===== config.mk =====
export PLATFORM = sky130hd
export DESIGN_NAME = stopwatch_ctrl
export DESIGN_NICKNAME = d
export VERILOG_FILES = /design/src/rtl/stopwatch_pkg.sv /design/src/rtl/stopwatch_ctrl_btn_debounce.sv /design/src/rtl/stopwatch_ctrl.sv
export SDC_FILE = /design/constraint.sdc
export NUM_CORES = 1
export LEC_CHECK = 0
export ABC_AREA = 1
export CAP_MARGIN = 20
export CORE_MARGIN = 2
export CORE_UTILIZATION = 39
export CTS_CLUSTER_SIZE = 10
export DETAILED_ROUTE_END_ITERATION = 12
export HOLD_SLACK_MARGIN = 0.1
export PLACE_DENSITY = 0.58
export SETUP_SLACK_MARGIN = 0.3
export SYNTH_ARGS = -nofsm -noshare
export SYNTH_HDL_FRONTEND = slang
export SYNTH_SLANG_ARGS = --single-unit

===== constraint.sdc =====
create_clock -name clk -period 1.6 [get_ports clk]
set_input_delay 0.24 -clock clk [delete_from_list [all_inputs] [get_ports clk]]
set_output_delay 0.24 -clock clk [all_outputs]
set_load 0.02 [all_outputs]

===== src/rtl/stopwatch_pkg.sv =====
// stopwatch_pkg: shared types and helpers for the MM:SS stopwatch control block.
package stopwatch_pkg;

    typedef enum logic [1:0] {
        ST_RUN    = 2'd0,
        ST_PAUSED = 2'd1,
        ST_ADJUST = 2'd2
    } mode_t;

    // Scan order of the four display digits, least significant first.
    localparam logic [1:0] SEC0 = 2'd0;
    localparam logic [1:0] SEC1 = 2'd1;
    localparam logic [1:0] MIN0 = 2'd2;
    localparam logic [1:0] MIN1 = 2'd3;

    // One-cold anode pattern for a digit index (anodes are active-low).
    function automatic logic [3:0] anode_encode(input logic [1:0] digit);
        return ~(4'b0001 << digit);
    endfunction

endpackage


===== src/rtl/stopwatch_ctrl_btn_debounce.sv =====
// btn_debounce: two-flop synchronizer, stability counter and rising-edge press pulse.
module btn_debounce #(
    parameter int DB_CYCLES = 1_000_000
) (
    input  logic clk,
    input  logic resett,
    input  logic btn_raw,
    output logic press
);
    localparam int CW = (DB_CYCLES > 1) ? $clog2(DB_CYCLES) : 1;

    logic [1:0]    sync;
    logic          level;
    logic [CW-1:0] cnt;

    // Bring the raw button into the clock domain.
    always_ff @(posedge clk or negedge resett) begin
        if (!resett) begin
            sync <= '0;
        end else begin
            sync <= {sync[0], btn_raw};
        end
    end

    // Accept a new level only after DB_CYCLES consecutive differing samples; pulse on a new high level.
    always_ff @(posedge clk or negedge resett) begin
        if (!resett) begin
            level <= 1'b0;
            cnt   <= '0;
            press <= 1'b0;
        end else begin
            press <= 1'b0;
            if (sync[1] == level) begin
                cnt <= '0;
            end else if (cnt == CW'(DB_CYCLES - 1)) begin
                level <= sync[1];
                cnt   <= '0;
                press <= sync[1];
            end else begin
                cnt <= cnt + 1'b1;
            end
        end
    end

endmodule


===== src/rtl/stopwatch_ctrl.sv =====
// stopwatch_ctrl: mode FSM, count/adjust pulse generation and display scan scheduling.
module stopwatch_ctrl
    import stopwatch_pkg::*;
#(
    parameter int TICK_DIV  = 100_000_000,
    parameter int ADJ_DIV   = 50_000_000,
    parameter int BLINK_DIV = 25_000_000,
    parameter int SCAN_DIV  = 100_000,
    parameter int DB_CYCLES = 1_000_000
) (
    input  logic       clk,
    input  logic       resett,
    input  logic       pause,
    input  logic       select,
    input  logic [1:0] adj,
    output logic       run,
    output logic       cnt_en,
    output logic       adj_min_en,
    output logic       adj_sec_en,
    output logic [1:0] digit_sel,
    output logic [3:0] an,
    output logic       digit_blank
);
    localparam int TW = (TICK_DIV  > 1) ? $clog2(TICK_DIV)  : 1;
    localparam int AW = (ADJ_DIV   > 1) ? $clog2(ADJ_DIV)   : 1;
    localparam int BW = (BLINK_DIV > 1) ? $clog2(BLINK_DIV) : 1;
    localparam int SW = (SCAN_DIV  > 1) ? $clog2(SCAN_DIV)  : 1;
    localparam logic [AW-1:0] ADJ_LIM_SLOW = AW'(ADJ_DIV - 1);
    localparam logic [AW-1:0] ADJ_LIM_FAST = AW'((ADJ_DIV / 4 > 0) ? ADJ_DIV / 4 - 1 : 0);

    logic          sel_meta, sel_s;
    logic [1:0]    adj_meta, adj_s;
    logic          press;
    mode_t         state, state_nxt;
    logic          run_nxt;
    logic          tick_active, adj_active, adj_entry;
    logic [AW-1:0] adj_limit;
    logic [TW-1:0] tick_cnt;
    logic [AW-1:0] adj_cnt;
    logic [BW-1:0] blink_cnt;
    logic          blink, blink_nxt;
    logic [SW-1:0] scan_cnt;
    logic [1:0]    digit_nxt;
    logic          in_field;

    btn_debounce #(
        .DB_CYCLES(DB_CYCLES)
    ) u_pause_db (
        .clk    (clk),
        .resett (resett),
        .btn_raw(pause),
        .press  (press)
    );

    // Two-flop synchronizers for the level-type switches.
    always_ff @(posedge clk or negedge resett) begin
        if (!resett) begin
            sel_meta <= 1'b0;
            sel_s    <= 1'b0;
            adj_meta <= 2'b00;
            adj_s    <= 2'b00;
        end else begin
            sel_meta <= select;
            sel_s    <= sel_meta;
            adj_meta <= adj;
            adj_s    <= adj_meta;
        end
    end

    // Mode state and run flag.
    always_ff @(posedge clk or negedge resett) begin
        if (!resett) begin
            state <= ST_RUN;
            run   <= 1'b1;
        end else begin
            state <= state_nxt;
            run   <= run_nxt;
        end
    end

    // A press always flips run; adjust mode overrides, otherwise the state follows run.
    always_comb begin
        run_nxt   = run ^ press;
        state_nxt = run_nxt ? ST_RUN : ST_PAUSED;
        if (adj_s[0]) begin
            state_nxt = ST_ADJUST;
        end
    end

    // Decode which dividers are active this cycle and the adjust step period.
    always_comb begin
        tick_active = (state == ST_RUN);
        adj_active  = (state == ST_ADJUST);
        adj_entry   = (state != ST_ADJUST) && (state_nxt == ST_ADJUST);
        adj_limit   = adj_s[1] ? ADJ_LIM_FAST : ADJ_LIM_SLOW;
    end

    // One-second divider; entering adjust wins over a pulse due the same cycle.
    always_ff @(posedge clk or negedge resett) begin
        if (!resett) begin
            tick_cnt <= '0;
            cnt_en   <= 1'b0;
        end else begin
            cnt_en <= 1'b0;
            if (adj_entry) begin
                tick_cnt <= '0;
            end else if (tick_active) begin
                if (tick_cnt == TW'(TICK_DIV - 1)) begin
                    tick_cnt <= '0;
                    cnt_en   <= 1'b1;
                end else begin
                    tick_cnt <= tick_cnt + 1'b1;
                end
            end
        end
    end

    // Adjust step divider; >= lets a switch to fast mode wrap a count already past the short limit.
    always_ff @(posedge clk or negedge resett) begin
        if (!resett) begin
            adj_cnt    <= '0;
            adj_min_en <= 1'b0;
            adj_sec_en <= 1'b0;
        end else begin
            adj_min_en <= 1'b0;
            adj_sec_en <= 1'b0;
            if (!adj_active) begin
                adj_cnt <= '0;
            end else if (adj_cnt >= adj_limit) begin
                adj_cnt <= '0;
                if (sel_s) begin
                    adj_sec_en <= 1'b1;
                end else begin
                    adj_min_en <= 1'b1;
                end
            end else begin
                adj_cnt <= adj_cnt + 1'b1;
            end
        end
    end

    // Next blink phase, next scanned digit and whether that digit belongs to the selected field.
    always_comb begin
        blink_nxt = blink;
        if (blink_cnt == BW'(BLINK_DIV - 1)) begin
            blink_nxt = ~blink;
        end
        digit_nxt = digit_sel;
        if (scan_cnt == SW'(SCAN_DIV - 1)) begin
            digit_nxt = (digit_sel == MIN1) ? SEC0 : digit_sel + 2'd1;
        end
        in_field = sel_s ? (digit_nxt <= SEC1) : (digit_nxt >= MIN0);
    end

    // Free-running blink and scan dividers with registered display outputs.
    always_ff @(posedge clk or negedge resett) begin
        if (!resett) begin
            blink_cnt   <= '0;
            blink       <= 1'b0;
            scan_cnt    <= '0;
            digit_sel   <= SEC0;
            an          <= 4'b1110;
            digit_blank <= 1'b0;
        end else begin
            blink_cnt   <= (blink_cnt == BW'(BLINK_DIV - 1)) ? '0 : blink_cnt + 1'b1;
            blink       <= blink_nxt;
            scan_cnt    <= (scan_cnt == SW'(SCAN_DIV - 1)) ? '0 : scan_cnt + 1'b1;
            digit_sel   <= digit_nxt;
            an          <= anode_encode(digit_nxt);
            digit_blank <= (state_nxt == ST_ADJUST) && blink_nxt && in_field;
        end
    end

endmodule


Word level (Yosys, flattened, before mapping)
Index checks and enable logic that the tools add are counted.

Register bits: 139. Logic and storage cells: 77. Output and inout port bits: 11.

Muxes and demuxes: 27. Add/sub/neg operators: 6. Order comparisons: 3. Shift-type cells: 1. Equality and inequality tests: 9. Reductions and logical operators: 6. Bitwise gates (word level): 4.

Operators by type and width (number): $mux W27 (3); $mux W26 (3); $mux W20 (2); $add A27 B1 Y27 const B (1); $eq A27 B27 Y1 const B (1); $add A26 B1 Y26 const B (1); $ge A26 B26 Y1 (1); $add A25 B1 Y25 const B (1); $eq A25 B25 Y1 const B (1); $mux W25 (1); $add A20 B1 Y20 const B (1); $eq A20 B20 Y1 const B (1); $add A17 B1 Y17 const B (1); $eq A17 B17 Y1 const B (1); $mux W17 (1); $mux W1 (14); $eq A2 B2 Y1 const B (3); $mux W2 (3); $not A4 Y4 (1); $shl A1 B2 Y4 const A (1); $logic_and A1 B1 Y1 (3); $add A2 B1 Y2 const B (1); $ge A2 B2 Y1 const B (1); $le A2 B1 Y1 const B (1); other kinds (7) (8).

Depth between registers and ports, before layout
Word-level depth: 6. Gate-level depth with buffers: 11. Gate-level depth less buffers: 11.

Modules after synthesis
A second synthesis with hierarchy kept.

Cell total of the unflattened synthesis: 1094. Area, all modules: 8237.9 um2.

Modules (own cells, without submodules): stopwatch_ctrl (area an instance 6842.8 um2, times used 1, sequential area each 2882.8 um2, cells an instance 927); btn_debounce (area an instance 1395.1 um2, times used 1, sequential area each 600.6 um2, cells an instance 167).

Worst setup path after synthesis
OpenSTA, ideal clock, no wires.

Path kind: register -> register. Start point: register adj_s[1]. End point: register adj_cnt[20]. Setup time: 0.071 ns. Data arrival time: 1.631 ns. Cell stages (with the launch flop): 11. Setup slack: -0.102 ns. Path buffers: 1. Cells stage by stage: dfrtp_1 inv_1 ha_1 nand2_1 inv_1 o21ai_0 nor2_1 o21ai_1 nand3_2 buf_6 nor2_1.

Cells in the longest elaborated chain, start to end: 4.

RTL lines: from (decl) (RTL line stopwatch_ctrl.sv:32) `logic [1:0] adj_meta, adj_s;`; from (signal assigned) (RTL line stopwatch_ctrl.sv:66) `adj_s <= adj_meta;`; $mux W26 (RTL line stopwatch_ctrl.sv:95) `adj_limit = adj_s[1] ? ADJ_LIM_FAST : ADJ_LIM_SLOW;`; $ge A26 B26 Y1 (RTL line stopwatch_ctrl.sv:129) `end else if (adj_cnt >= adj_limit) begin`; $mux W26 (RTL line stopwatch_ctrl.sv:129); $mux W26 (RTL line stopwatch_ctrl.sv:127) `if (!adj_active) begin`; to (signal assigned) (RTL line stopwatch_ctrl.sv:137) `adj_cnt <= adj_cnt + 1'b1;`; to (decl) (RTL line stopwatch_ctrl.sv:39) `logic [AW-1:0] adj_cnt;`.

No other way between the ends. A chain may end at the register's enable or synchronous reset.

Worst setup path in the final report
Start point: register adj_s[1]. End point: register adj_cnt[4].

Same word-level chain as after synthesis.

==> results.txt <==
----------------------------------------------------
[Run status]
  Outcome ... finished, violations left
  Violations in the final reports ... setup timing

[Placed design]
  Final RePlAce weighted congestion ... 0.934
  Cell Count Post-Placement ... 1462
  # port buffers ... 16
  Post-Place Worst Slack ... -0.265 ns
  Hpwl dp ... 14800 microns

[Yosys]
  Post-synthesis cell area ... 8120 sq um
  Mean Syn Cell Area ... 7.34 sq um
  Net Count, Synth ... 1127
  Number of warnings issued by yosys ... 0
  Library cell with the largest summed area after synthesis ... sky130_fd_sc_hd__dfrtp_1
  Top cell type's share of synthesized area ... 41.6%
  Yosys reg bits ... 139
  Biggest area contributors in the synthesized netlist ... sky130_fd_sc_hd__dfrtp_1 (42%), sky130_fd_sc_hd__nand2_1 (13%), sky130_fd_sc_hd__nor2_1 (8.9%)
  Library cells used by synthesis ... 43
  Part of the Yosys area used for sequential elements ... 42.9%
  Instance count of the mapped netlist ... 1107

[Finish]
  Area delta synth->final ... 43.9%
  Commonest non-fill, non-tap cell in the layout ... sky130_fd_sc_hd__nand2_1
  Ratio of cells with drive above 1 in the final layout ... 38.5%
  Number of standard cells in the final layout excluding fillers ... 1556
  Final standard cell utilization of the core ... 57.4%
  Layout Nets ... 1293
  Diodes inserted ... 0
  Most frequent cells in the layout ... sky130_fd_sc_hd__nand2_1 (219), sky130_fd_sc_hd__inv_1 (122), sky130_fd_sc_hd__nor2_1 (121), sky130_fd_sc_hd__dfrtp_1 (121), sky130_fd_sc_hd__buf_4 (93)

[Pwr]
  Peak supply drop ... 0.593 mV
  Static Leakage ... 5.35 nW
  Pwr/cell area ... 666 nW/um^2
  Post-layout total power ... 7.79 mW

[Worst setup path]
  Capturing element type of the critical path ... flip-flop
  Arrival time of data at the critical path endpoint ... 2.08 ns
  Critical path required time ... 1.90 ns
  Launch instance of the worst register-to-register path ... adj_s[1]
  Flop-to-flop setup slack ... -0.19 ns
  Class of the most critical setup path ... reg -> reg
  Terminus of the critical flop-to-flop path ... adj_cnt[4]
  Kind of start point of the critical path ... flip-flop
  Peak fanout along the critical path ... 7
  Logic depth of the worst register-to-register path ... 11
  Critical path origin ... adj_s[1]

[Die]
  Die Span Y ... 148 microns
  Num ports ... 17
  Die footprint ... 22000 sq um
  Area inside the core boundary ... 20400 sq um
  Width of the chip ... 148 microns
  Initial core utilization ... 39.9%
  Total number of placement rows ... 52

[Detailed routing]
  Total number of vias ... 7611
  Final routed wirelength across all metal layers ... 21600 microns
  WL/cell ... 13.9 microns
  Detailed-router iteration count before antenna repair ... 5
  Post-route DRC ... 0
  Starting DRC count in detailed routing ... 516
  Post-route antenna net violation count ... 0
  Vias per std cell ... 4.89

[CTS]
  Deepest level of the CTS H-tree ... 4
  Sinks on Clock Net ... 139
  Maximum clock path buffer count ... 2
  TritonCTS clock tree ... built
  Clock root buffer master ... sky130_fd_sc_hd__clkbuf_16
  Clock Pin Slew Worst Setup and Hold Paths ... 0.06 ns
  Cts bufs inserted ... 17
  Clock latency at the later pin of the worst-skew pair ... 0.42 ns

[STA]
  Tightest slew margin relative to the limit ... 68.0%
  Unrepaired setup endpoints after global routing ... yes
  Final Max Tran Viols ... 0
  Share of the clock period used by the worst path after layout ... 112%
  Actual slew at the worst max-slew pin ... 0.480 ns
  Maximum clock frequency ... 0.560 GHz
  Post-Route Skew ... 0.0120 ns
  Setup ws final ... -0.187 ns
  Number of failing setup endpoints in the final timing report ... 28
  Final count of hold timing violations ... 0
  Final TNS setup ... -4.33 ns
  Time the final worst path needs with I/O delays and setup ... 1.79 ns

[Min path]
  Worst hold path type ... in -> reg
  Hold wc startpoint ... pause
  Destination of the worst hold path ... u_pause_db.sync[0]
  Worst Hold Path Cells ... 1

[Global routing]
  First-pass GRT wire length ... 35200 microns
  Global router's overall resource usage ... 19.7%
  Number of antenna violations at the first check in global routing ... 0
  Vias in the first global route ... 7362
  Congestion Overflow GR ... 0
  Maximum number of pins on one net before global-route repair ... 50

[Job]
  Number of max-cap violations ... 0

----------------------------------------------------
cells in the mapped netlist, drive strengths merged:
cell type / n
or2: 5
inv: 153
o21bai: 3
a21boi: 1
nor3: 39
and2: 2
buf: 9
dfrtp: 135
o22ai: 2
a31oi: 1
clkinv: 3
a21o: 2
nor4: 2
a31o: 1
o31ai: 1
nand3: 87
nand4: 34
dfstp: 4
nor2: 226
o211ai: 2
nand2: 291
ha: 14
xnor2: 6
xor2: 31
nand3b: 5
and3: 1
o21ai: 33
a21oi: 12
nor2b: 1
a2bb2oi: 1
layout make-up:
type                       count  area (sq um)
timing repair buffer         155          1450
timing repair inverter         1          16.3
inverter                     156           631
multi-input combinational    803          5190
sequential                   139          3500
tap                          270           338
clock buffer                  22           444
clock inverter                10           118
fill                        1772          8680
worst max path at each step:
stage                              to  slack, ns
final                      adj_cnt[4]      -0.19
after global routing      adj_cnt[25]      -0.28
after floorplan           adj_cnt[22]      -0.02
after global placement    adj_cnt[16]      -0.20
after CTS                  adj_cnt[4]      -0.18
after detailed placement  adj_cnt[15]      -0.26
sequential cells by signal (all words and copies together) (netlist names), 2 cells and up:
| register | count |
|---|---|
| adj_cnt | 26 |
| adj_meta | 2 |
| adj_s | 2 |
| an | 4 |
| blink_cnt | 25 |
| digit_sel | 2 |
| scan_cnt | 17 |
| state | 2 |
| tick_cnt | 27 |
| u_pause_db.cnt | 20 |
| u_pause_db.sync | 2 |
stage by stage:
stage	hold WS, ns	instance area, sq um
after floorplan	-0.0556	8210
after global placement	0.212	9250
after global routing	0.253	11700
after CTS	0.250	10900
after detailed placement	0.219	9250
final	0.259	11700
cell families (layout without fill, tap and decap cells):
group	Yosys count	count (layout)	synth area share, %
adders and majority gates	14	14	2.16
DFF	139	139	42.9
xor gates and xnor gates	37	37	3.99
AOI/OAI and AO/OA	59	59	4.05
buffers and inverters	165	344	8.32
and+or+nand+nor	693	693	38.6
per-layer routing:
metal | track usage, % | part of all wire (%) | vias up
met1 | 26.8 | 46 | 3607
met4 | 6.05 | 1.6 | 0
met2 | 32.3 | 49 | 136
met3 | 3.56 | 3.1 | 32
li1 | - | - | 3836
met5 | 0 | 0 | -
worst max-delay path, cell delays in order, from the launching register on:
cell                      delay [ns]
sky130_fd_sc_hd__dfrtp_2        0.44
sky130_fd_sc_hd__inv_4          0.07
sky130_fd_sc_hd__ha_4           0.26
sky130_fd_sc_hd__nand2_2        0.05
sky130_fd_sc_hd__nor2_2         0.10
sky130_fd_sc_hd__inv_1          0.06
sky130_fd_sc_hd__nor2_2         0.11
sky130_fd_sc_hd__nor2b_4        0.15
sky130_fd_sc_hd__nand2_2        0.06
sky130_fd_sc_hd__nand3_4        0.15
sky130_fd_sc_hd__buf_4          0.17
sky130_fd_sc_hd__nor2_1         0.05
report_power, final:
| part | leakage [nW] | switching, mW | internal (mW) |
|---|---|---|---|
| Sequential | 1.85 | 0.0275 | 3.54 |
| Combinational | 3.23 | 0.244 | 0.140 |
| Clock | 0.273 | 1.53 | 2.30 |
what timing repair did:
action	4_1_cts	5_1_grt
endpoints found under the setup margin	124	126
hold endpoints to repair	43	0
buffers inserted	35	24
gates resized for setup	250	170
cloned	2	0
pin swaps	70	89
hold buffers	1	0
(Power assumes the default switching activity.)
